<file path="src/rtl/cluster_dma_frontend_pkg.sv">
`default_nettype none
// ============================================================================
//  Module   : cluster_dma_frontend_pkg
//  Purpose  : Shared definitions for the cluster DMA frontend register file:
//             register byte offsets, conf bit positions, the backend
//             descriptor type and its builder, and a byte-enable merge helper.
//  Revision : 1.0 - initial release
// ============================================================================
package cluster_dma_frontend_pkg;

    // Register byte offsets, decoded from the low address byte
    localparam logic [7:0] OFF_SRC_LO     = 8'h00;
    localparam logic [7:0] OFF_SRC_HI     = 8'h04;
    localparam logic [7:0] OFF_DST_LO     = 8'h08;
    localparam logic [7:0] OFF_DST_HI     = 8'h0C;
    localparam logic [7:0] OFF_NUM_BYTES  = 8'h10;
    localparam logic [7:0] OFF_CONF       = 8'h14;
    localparam logic [7:0] OFF_SRC_STRIDE = 8'h18;
    localparam logic [7:0] OFF_DST_STRIDE = 8'h1C;
    localparam logic [7:0] OFF_NUM_REPS   = 8'h20;
    localparam logic [7:0] OFF_LAUNCH     = 8'h24;
    localparam logic [7:0] OFF_STATUS     = 8'h28;
    localparam logic [7:0] OFF_DONE_ID    = 8'h2C;

    // conf register layout
    localparam int unsigned CONF_DECOUPLE  = 0;
    localparam int unsigned CONF_DEBURST   = 1;
    localparam int unsigned CONF_SERIALIZE = 2;
    localparam int unsigned CONF_IRQ_EN    = 3;
    localparam int unsigned CONF_WIDTH     = 4;
    localparam logic [CONF_WIDTH-1:0] CONF_RESET = 4'b0101;

    // Backend descriptor; addresses are carried at full 64-bit width so the
    // same type serves both 32- and 64-bit address configurations.
    typedef struct packed {
        logic [31:0] num_bytes;
        logic [63:0] dst_addr;
        logic [63:0] src_addr;
        logic [31:0] src_stride;
        logic [31:0] dst_stride;
        logic [31:0] num_reps;
        logic        is_2d;
        logic        decouple;
        logic        deburst;
        logic        serialize;
    } dma_descr_t;

    function automatic dma_descr_t build_descr(
        input logic [63:0]           src_addr,
        input logic [63:0]           dst_addr,
        input logic [31:0]           num_bytes,
        input logic [31:0]           src_stride,
        input logic [31:0]           dst_stride,
        input logic [31:0]           num_reps,
        input logic [CONF_WIDTH-1:0] conf
    );
        dma_descr_t d;
        d.num_bytes  = num_bytes;
        d.dst_addr   = dst_addr;
        d.src_addr   = src_addr;
        d.src_stride = src_stride;
        d.dst_stride = dst_stride;
        d.num_reps   = num_reps;
        // A single repetition is a plain 1D transfer
        d.is_2d      = (num_reps > 32'd1);
        d.decouple   = conf[CONF_DECOUPLE];
        d.deburst    = conf[CONF_DEBURST];
        d.serialize  = conf[CONF_SERIALIZE];
        return d;
    endfunction

    function automatic logic [31:0] apply_be(
        input logic [31:0] old_val,
        input logic [31:0] wdata,
        input logic [3:0]  be
    );
        logic [31:0] r;
        r = old_val;
        for (int b = 0; b < 4; b++) begin
            if (be[b]) r[b*8 +: 8] = wdata[b*8 +: 8];
        end
        return r;
    endfunction

endpackage
`default_nettype wire

</file>
<file path="src/rtl/fifo_v3.sv">
`default_nettype none
// ============================================================================
//  Module   : fifo_v3
//  Purpose  : Synchronous FIFO, interface-compatible subset of the
//             common_cells fifo_v3 (no fall-through mode). DEPTH must be a
//             power of two >= 2.
//  Ports    : clk_i, rst_ni (async, active-low), flush_i, testmode_i,
//             full_o, empty_o, usage_o (fill level, wraps to 0 when full),
//             data_i/push_i (write side), data_o/pop_i (read side).
//  Revision : 1.0 - initial release
// ============================================================================
module fifo_v3 #(
    parameter int unsigned DATA_WIDTH = 32,
    parameter int unsigned DEPTH      = 8,
    parameter type         dtype      = logic [DATA_WIDTH-1:0],
    parameter int unsigned ADDR_DEPTH = (DEPTH > 1) ? $clog2(DEPTH) : 1
) (
    input  logic                  clk_i,
    input  logic                  rst_ni,
    input  logic                  flush_i,
    input  logic                  testmode_i,
    output logic                  full_o,
    output logic                  empty_o,
    output logic [ADDR_DEPTH-1:0] usage_o,
    input  dtype                  data_i,
    input  logic                  push_i,
    output dtype                  data_o,
    input  logic                  pop_i
);

    localparam logic [ADDR_DEPTH-1:0] PTR_ONE  = ADDR_DEPTH'(1);
    localparam logic [ADDR_DEPTH:0]   FULL_CNT = (ADDR_DEPTH + 1)'(DEPTH);

    dtype                  mem [DEPTH];
    logic [ADDR_DEPTH-1:0] rd_ptr;
    logic [ADDR_DEPTH-1:0] wr_ptr;
    logic [ADDR_DEPTH:0]   cnt;
    logic                  do_push;
    logic                  do_pop;
    logic                  unused_testmode;

    assign unused_testmode = testmode_i;

    assign full_o  = (cnt == FULL_CNT);
    assign empty_o = (cnt == '0);
    assign usage_o = cnt[ADDR_DEPTH-1:0];
    assign data_o  = mem[rd_ptr];

    assign do_push = push_i & ~full_o;
    assign do_pop  = pop_i & ~empty_o;

    always_ff @(posedge clk_i or negedge rst_ni) begin
        if (!rst_ni) begin
            rd_ptr <= '0;
            wr_ptr <= '0;
            cnt    <= '0;
        end else if (flush_i) begin
            rd_ptr <= '0;
            wr_ptr <= '0;
            cnt    <= '0;
        end else begin
            if (do_push) wr_ptr <= wr_ptr + PTR_ONE;
            if (do_pop)  rd_ptr <= rd_ptr + PTR_ONE;
            cnt <= cnt + {{ADDR_DEPTH{1'b0}}, do_push} - {{ADDR_DEPTH{1'b0}}, do_pop};
        end
    end

    // Storage needs no reset: only entries between the pointers are visible
    always_ff @(posedge clk_i) begin
        if (do_push) mem[wr_ptr] <= data_i;
    end

endmodule
`default_nettype wire

</file>
<file path="src/rtl/cluster_dma_frontend_queue_regs.sv">
`default_nettype none
// ============================================================================
//  Module   : cluster_dma_frontend_queue_regs
//  Purpose  : TCDM-mapped register frontend of the cluster DMA. Software fills
//             shadow registers, then reads the launch register to queue a
//             descriptor for the backend and obtain its transfer ID.
//  Ports    : clk_i, rst_i (async, active-high)
//             ctrl_*  : TCDM slave (req/type/be/add/data in; gnt/valid/data out)
//             be_*    : descriptor queue handshake plus backend busy/done
//             irq_o   : completion interrupt pulse
//  Revision : 1.0 - initial release
// ============================================================================
module cluster_dma_frontend_queue_regs
    import cluster_dma_frontend_pkg::*;
#(
    parameter type         transf_descr_t = dma_descr_t,
    parameter int unsigned AddrWidth      = 32,
    parameter int unsigned FifoDepth      = 4,
    parameter int unsigned IdWidth        = 28
) (
    input  logic          clk_i,
    input  logic          rst_i,
    input  logic          ctrl_req_i,
    input  logic          ctrl_type_i,
    input  logic [3:0]    ctrl_be_i,
    input  logic [31:0]   ctrl_add_i,
    input  logic [31:0]   ctrl_data_i,
    output logic          ctrl_gnt_o,
    output logic          ctrl_valid_o,
    output logic [31:0]   ctrl_data_o,
    output logic          be_valid_o,
    input  logic          be_ready_i,
    output transf_descr_t transf_descr_o,
    input  logic          be_busy_i,
    input  logic          be_done_i,
    output logic          irq_o
);

    localparam bit                   HAS_HI  = (AddrWidth == 64);
    localparam int unsigned          USAGE_W = $clog2(FifoDepth);
    localparam logic [IdWidth-1:0]   ID_ONE  = IdWidth'(1);
    localparam logic [IdWidth-1:0]   ID_MAX  = {IdWidth{1'b1}};

    logic [63:0]           src_addr;
    logic [63:0]           dst_addr;
    logic [31:0]           num_bytes;
    logic [31:0]           src_stride;
    logic [31:0]           dst_stride;
    logic [31:0]           num_reps;
    logic [CONF_WIDTH-1:0] conf;
    logic [IdWidth-1:0]    next_id;
    logic [IdWidth-1:0]    done_id;

    logic [7:0]            reg_off;
    logic                  is_launch;
    logic                  reg_write;
    logic                  reg_read;
    logic                  push;
    logic [31:0]           rdata;
    logic                  rst_n;
    logic                  queue_full;
    logic                  queue_empty;
    logic [USAGE_W-1:0]    queue_usage;
    transf_descr_t         push_descr;
    logic                  unused_addr;

    assign reg_off     = ctrl_add_i[7:0];
    assign unused_addr = ^ctrl_add_i[31:8];
    assign is_launch   = (reg_off == OFF_LAUNCH);

    // Only a launch read can stall: it must have a free slot to push into
    assign ctrl_gnt_o = ctrl_req_i & ~(ctrl_type_i & is_launch & queue_full);

    assign reg_write = ctrl_req_i & ctrl_gnt_o & ~ctrl_type_i;
    assign reg_read  = ctrl_req_i & ctrl_gnt_o &  ctrl_type_i;
    assign push      = reg_read & is_launch & (num_bytes != 32'h0);

    // ------------------------------------------------------------------
    // Shadow registers
    // ------------------------------------------------------------------
    always_ff @(posedge clk_i or posedge rst_i) begin
        if (rst_i) begin
            src_addr   <= '0;
            dst_addr   <= '0;
            num_bytes  <= '0;
            src_stride <= '0;
            dst_stride <= '0;
            num_reps   <= '0;
            conf       <= CONF_RESET;
        end else if (reg_write) begin
            case (reg_off)
                OFF_SRC_LO:     src_addr[31:0]  <= apply_be(src_addr[31:0], ctrl_data_i, ctrl_be_i);
                OFF_SRC_HI:     if (HAS_HI) src_addr[63:32] <= apply_be(src_addr[63:32], ctrl_data_i, ctrl_be_i);
                OFF_DST_LO:     dst_addr[31:0]  <= apply_be(dst_addr[31:0], ctrl_data_i, ctrl_be_i);
                OFF_DST_HI:     if (HAS_HI) dst_addr[63:32] <= apply_be(dst_addr[63:32], ctrl_data_i, ctrl_be_i);
                OFF_NUM_BYTES:  num_bytes  <= apply_be(num_bytes, ctrl_data_i, ctrl_be_i);
                OFF_CONF:       if (ctrl_be_i[0]) conf <= ctrl_data_i[CONF_WIDTH-1:0];
                OFF_SRC_STRIDE: src_stride <= apply_be(src_stride, ctrl_data_i, ctrl_be_i);
                OFF_DST_STRIDE: dst_stride <= apply_be(dst_stride, ctrl_data_i, ctrl_be_i);
                OFF_NUM_REPS:   num_reps   <= apply_be(num_reps, ctrl_data_i, ctrl_be_i);
                default: ;
            endcase
        end
    end

    // ------------------------------------------------------------------
    // Transfer IDs: 0 is reserved as "no transfer", so both counters skip it
    // ------------------------------------------------------------------
    always_ff @(posedge clk_i or posedge rst_i) begin
        if (rst_i) begin
            next_id <= ID_ONE;
            done_id <= '0;
        end else begin
            if (push)      next_id <= (next_id == ID_MAX) ? ID_ONE : next_id + ID_ONE;
            if (be_done_i) done_id <= (done_id == ID_MAX) ? ID_ONE : done_id + ID_ONE;
        end
    end

    // ------------------------------------------------------------------
    // Read data mux
    // ------------------------------------------------------------------
    always_comb begin
        rdata = 32'h0;
        case (reg_off)
            OFF_SRC_LO:     rdata = src_addr[31:0];
            OFF_SRC_HI:     if (HAS_HI) rdata = src_addr[63:32];
            OFF_DST_LO:     rdata = dst_addr[31:0];
            OFF_DST_HI:     if (HAS_HI) rdata = dst_addr[63:32];
            OFF_NUM_BYTES:  rdata = num_bytes;
            OFF_CONF:       rdata = {{(32-CONF_WIDTH){1'b0}}, conf};
            OFF_SRC_STRIDE: rdata = src_stride;
            OFF_DST_STRIDE: rdata = dst_stride;
            OFF_NUM_REPS:   rdata = num_reps;
            OFF_LAUNCH:     rdata = (num_bytes != 32'h0) ? 32'(next_id) : 32'h0;
            // usage wraps to zero at full, hence the separate full flag
            OFF_STATUS:     rdata = {15'h0, be_busy_i, 7'h0, queue_full, 8'(queue_usage)};
            OFF_DONE_ID:    rdata = 32'(done_id);
            default: ;
        endcase
    end

    // ------------------------------------------------------------------
    // Registered response and interrupt
    // ------------------------------------------------------------------
    always_ff @(posedge clk_i or posedge rst_i) begin
        if (rst_i) begin
            ctrl_valid_o <= 1'b0;
            ctrl_data_o  <= 32'h0;
            irq_o        <= 1'b0;
        end else begin
            ctrl_valid_o <= ctrl_req_i & ctrl_gnt_o;
            ctrl_data_o  <= reg_read ? rdata : 32'h0;
            irq_o        <= be_done_i & conf[CONF_IRQ_EN];
        end
    end

    // ------------------------------------------------------------------
    // Descriptor queue
    // ------------------------------------------------------------------
    assign push_descr = transf_descr_t'(build_descr(src_addr, dst_addr, num_bytes,
                                                    src_stride, dst_stride, num_reps, conf));
    assign rst_n      = ~rst_i;
    assign be_valid_o = ~queue_empty;

    fifo_v3 #(
        .DEPTH (FifoDepth),
        .dtype (transf_descr_t)
    ) i_queue (
        .clk_i      (clk_i),
        .rst_ni     (rst_n),
        .flush_i    (1'b0),
        .testmode_i (1'b0),
        .full_o     (queue_full),
        .empty_o    (queue_empty),
        .usage_o    (queue_usage),
        .data_i     (push_descr),
        .push_i     (push),
        .data_o     (transf_descr_o),
        .pop_i      (be_ready_i)
    );

endmodule
`default_nettype wire

</file>
<file path="config.mk">
export PLATFORM = sky130hd
export DESIGN_NAME = cluster_dma_frontend_queue_regs
export DESIGN_NICKNAME = d
export VERILOG_FILES = /design/src/rtl/cluster_dma_frontend_pkg.sv /design/src/rtl/fifo_v3.sv /design/src/rtl/cluster_dma_frontend_queue_regs.sv
export SDC_FILE = /design/constraint.sdc
export NUM_CORES = 1
export LEC_CHECK = 0
export BUFFER_PORTS_ARGS = -buffer_cell sky130_fd_sc_hd__buf_2
export CAP_MARGIN = 20
export CELL_PAD_IN_SITES_DETAIL_PLACEMENT = 0
export CELL_PAD_IN_SITES_GLOBAL_PLACEMENT = 1
export CORE_MARGIN = 4
export CORE_UTILIZATION = 35
export CTS_CLUSTER_DIAMETER = 30
export DETAILED_ROUTE_END_ITERATION = 16
export PLACE_DENSITY = 0.56
export RECOVER_POWER = 25
export SETUP_SLACK_MARGIN = 0.1
export SYNTH_ARGS = -nofsm -noshare
export SYNTH_HDL_FRONTEND = slang
export SYNTH_SLANG_ARGS = --single-unit
</file>
<file path="constraint.sdc">
create_clock -name clk_i -period 8 [get_ports clk_i]
set_input_delay 0.4 -clock clk_i [delete_from_list [all_inputs] [get_ports clk_i]]
set_output_delay 0.4 -clock clk_i [all_outputs]
set_load 0.1 [all_outputs]
</file>
==> results.sh <==
export IMPL_critical_path_top_delay_family="buffers and inverters"
export IMPL_status="finished clean"
export IMPL_numCtsBuffers=218
export IMPL_start_kind="flip-flop"
export IMPL_hpwl_um=78500
export IMPL_pwr_density_cell_nw_per_um2=384
export IMPL_syn_to_final_growth_pct=27.4
export IMPL_port_buffers=282
export IMPL_ir_drop_mv=0.273
export IMPL_rows=127
export IMPL_syn_inst=2208
export IMPL_fin_util_pct=44.9
export IMPL_slew_headroom_pct=15.4
export IMPL_grt_pass1_wl_um=174000
export IMPL_synth_area_leader_cell="edfxtp_1"
export IMPL_via_count=23500
export IMPL_crit_path_end_kind="flip-flop"
export IMPL_power_internal_mw=13.6
export IMPL_worst_slack_ns=3.35
export IMPL_worstPathArrival_ns=5.06
export IMPL_post_drt_wl_per_cell_um=27.1
export IMPL_synth_edf_count=784
export IMPL_stdcell_count=4505
export IMPL_tns_ns=0
export IMPL_slowest_delay_ns=0.99
export IMPL_dieHeight_um=356
export IMPL_initial_core_util_pct=35.3
export IMPL_synth_cell_types=72
export IMPL_cp_max_fo=61
export IMPL_worstSkewPairLatency_ns=0.81
export IMPL_cp_cell_sequence="nor4_1 > and4_1 > a211o_1 > inv_1 > and2_4 > buf_4"
export IMPL_synthTopCellsByArea="edfxtp_1, dfrtp_1, mux4_2, mux2_2, buf_4"
export IMPL_clkPwrFrac_pct=46.3
export IMPL_p_sw_mw=7.12
export IMPL_wirelength_um=122000
export IMPL_synth_commonest_cells="edfxtp_1, dfrtp_1, mux2_2, mux4_2, nand2_1"
export IMPL_hold_path_class="input pin to flip-flop"
export IMPL_die_w_um=356
export IMPL_yosysWarnings=64
export IMPL_via_per_inst=5.21
export IMPL_route_detailed_drc=0
export IMPL_finalHoldViolCount=0
export IMPL_hold_start="ctrl_type_i"
export IMPL_maxCapViolations=0
export IMPL_gr_total_overflow=0
export IMPL_netlist_area_um2=42300
export IMPL_comb_power_share_pct=23.8
export IMPL_ant_nets=0
export IMPL_path_class="flip-flop to flip-flop"
export IMPL_post_place_cells=4047
export IMPL_postLayoutCellArea_um2=53900
export IMPL_pre_cts_slack_ns=2.81
export IMPL_ctsResizeCount=0
export IMPL_cts_sinks=1077
export IMPL_clk_pin_slew_worst_paths_ns=0.05
export IMPL_max_freq_mhz=215
export IMPL_place_area_um2=45600
export IMPL_fin_crit_ns=4.65
export IMPL_antenna_found_initial=15
export IMPL_p_leak_nw=21.5
export IMPL_ys_ff_latch=1077
export IMPL_grt_pass1_vias=24400
export IMPL_dr_first_iter_drc_count=1769
export IMPL_synth_most_common_cell="edfxtp_1"
export IMPL_finalCritPeriodShare_pct=58.1
export IMPL_firstDrtPassIters=6
export IMPL_timing_rr_start="num_bytes[6]"
export IMPL_grt_max_degree=125
export IMPL_cts_tree="yes"
export IMPL_critPathBufInv=2
export IMPL_clockBufferDepth=3
export IMPL_synth_yosys_seq_area_share_pct=73.0
export IMPL_cp_startpoint="num_bytes[6]"
export IMPL_place_congestion=0.826
export IMPL_drive_gt1_share_pct=39.9
export IMPL_h_tree_depth=4
export IMPL_slew_viol_final=0
export IMPL_nNetsFinal=2775
export IMPL_total_power_mw=20.7
export IMPL_die_area_um2=127000
export IMPL_num_fill_cells=10400
export IMPL_switching_share_pct=34.4
export IMPL_synthFlopType="edfxtp_1"
export IMPL_seqPwrFrac_pct=29.9
export IMPL_holdWs_ns=0.0749
export IMPL_pin_count=371
export IMPL_async_flop_share_pct=27.2
export IMPL_postSynthAreaPerCell_um2=19.2
export IMPL_fin_worst_skew_ns=0.0385
export IMPL_core_area_um2=120000
export IMPL_root_buffer="clkbuf_16"
export IMPL_required_ns=8.41
export IMPL_tightest_slew_ns=1.26
export IMPL_yosysTopAreaCellShare_pct=55.6
export IMPL_rsz0062_at_grt="false"
export IMPL_cp_slowest_cell="and2_4"
export IMPL_finalSetupViolations=0
export IMPL_gr_usage_all_layers_pct=19.2
## power groups by stage
stage                     clock network, mW  registers (mW)  logic (mW)
after floorplan                           0            6.15        4.24
after global placement                    0            6.29        4.99
after detailed placement                  0            6.29        4.99
after CTS                              9.73            6.20        5.01
after global routing                   10.0            6.20        5.09
final                                  9.57            6.19        4.92
## placed cells by master, fill, tap and decap left out, types with 8 or more instances in the layout
| master | Yosys | final |
|---|---|---|
| edfxtp_1 | 784 | 784 |
| nor3_1 | 11 | 9 |
| ha_1 | 8 | 8 |
| xnor2_1 | 28 | 28 |
| nor2_2 | 17 | 17 |
| and3_1 | 9 | 9 |
| nor4_1 | 19 | 19 |
| clkinvlp_4 | 0 | 17 |
| nand2_1 | 73 | 73 |
| nand3_1 | 28 | 28 |
| dlygate4sd3_1 | 0 | 35 |
| mux2i_1 | 12 | 12 |
| a22oi_1 | 49 | 49 |
| dfrtp_1 | 290 | 288 |
| o31ai_1 | 12 | 12 |
| nor2_1 | 38 | 38 |
| o21ai_0 | 20 | 20 |
| a221oi_1 | 13 | 13 |
| mux4_2 | 196 | 196 |
| a21oi_1 | 25 | 25 |
| clkinv_4 | 0 | 26 |
| a22o_1 | 16 | 16 |
| clkbuf_8 | 0 | 9 |
| inv_6 | 0 | 20 |
| clkbuf_1 | 45 | 22 |
| a31oi_1 | 21 | 21 |
| inv_1 | 18 | 17 |
| conb_1 | 1 | 64 |
| nand4_1 | 29 | 29 |
| buf_2 | 37 | 281 |
| clkbuf_16 | 0 | 223 |
| xor2_1 | 14 | 14 |
| clkinv_1 | 0 | 16 |
| bufinv_16 | 0 | 39 |
| diode_2 | 0 | 9 |
| mux2_2 | 202 | 202 |
| buf_4 | 67 | 34 |
| clkinv_2 | 0 | 28 |
## layout make-up
type | count | area [um2] | share of cell area [%]
sequential | 1077 | 30900 | 57.3
timing repair buffer | 359 | 2180 | 4.04
inverter | 18 | 68.8 | 0.128
antenna | 9 | 22.5 | 0.0418
tap | 1612 | 2020 | 3.74
clock inverter | 160 | 2190 | 4.07
multi-input combinational | 1017 | 10800 | 20.0
clock buffer | 253 | 5780 | 10.7
## metal layers
| layer | vias up | track usage, % | routed length [um] |
|---|---|---|---|
| li1 | 9888 | - | - |
| met1 | 12500 | 25.4 | 51700 |
| met2 | 829 | 31.0 | 59500 |
| met3 | 185 | 5.00 | 8030 |
| met4 | 8 | 6.24 | 2920 |
| met5 | - | 0 | 46 |
## tightest hold or removal path: stages
cell and delay (ns):
buf_2 0.12, nand4_1 0.13, o21a_1 0.16
## path summary, 6_finish.rpt
check / end / slack, ns / cells after the start
max: i_queue.mem[3][248] / 3.35 / 6
min in group asynchronous: ctrl_data_o[28] / 0.44 / 3
min: ctrl_valid_o / 0.07 / 3
min reg2reg: next_id[26] / 0.51 / 1
max in group asynchronous: dst_addr[8] / 5.48 / 5
max reg2reg: i_queue.mem[3][248] / 3.35 / 6
## timing repair
item	in CTS	in global routing
buffers inserted	0	0
hold buffers	35	0
endpoints found under the hold margin	217	0
## sequential cells by signal (all words and copies together) (netlist names), 2 cells and up
signal          count
push_descr         32
next_id            28
i_queue.rd_ptr      2
i_queue.cnt         3
dst_stride         32
num_bytes          32
num_reps           32
i_queue.wr_ptr      2
conf                4
src_stride         32
ctrl_data_o        32
dst_addr           32
done_id            28
i_queue.mem       784
## cell families after synthesis
| group | synth area share (%) |
|---|---|
| DFF | 73.0 |
| muxes | 16.2 |
| and+or+nand+nor | 3.88 |
| AOI/OAI and AO/OA | 3.45 |
| buffers and inverters | 2.29 |
| xor gates and xnor gates | 0.869 |
| adders and majority gates | 0.284 |
| other | 0.00886 |
Power figures use the tool's default switching activity.
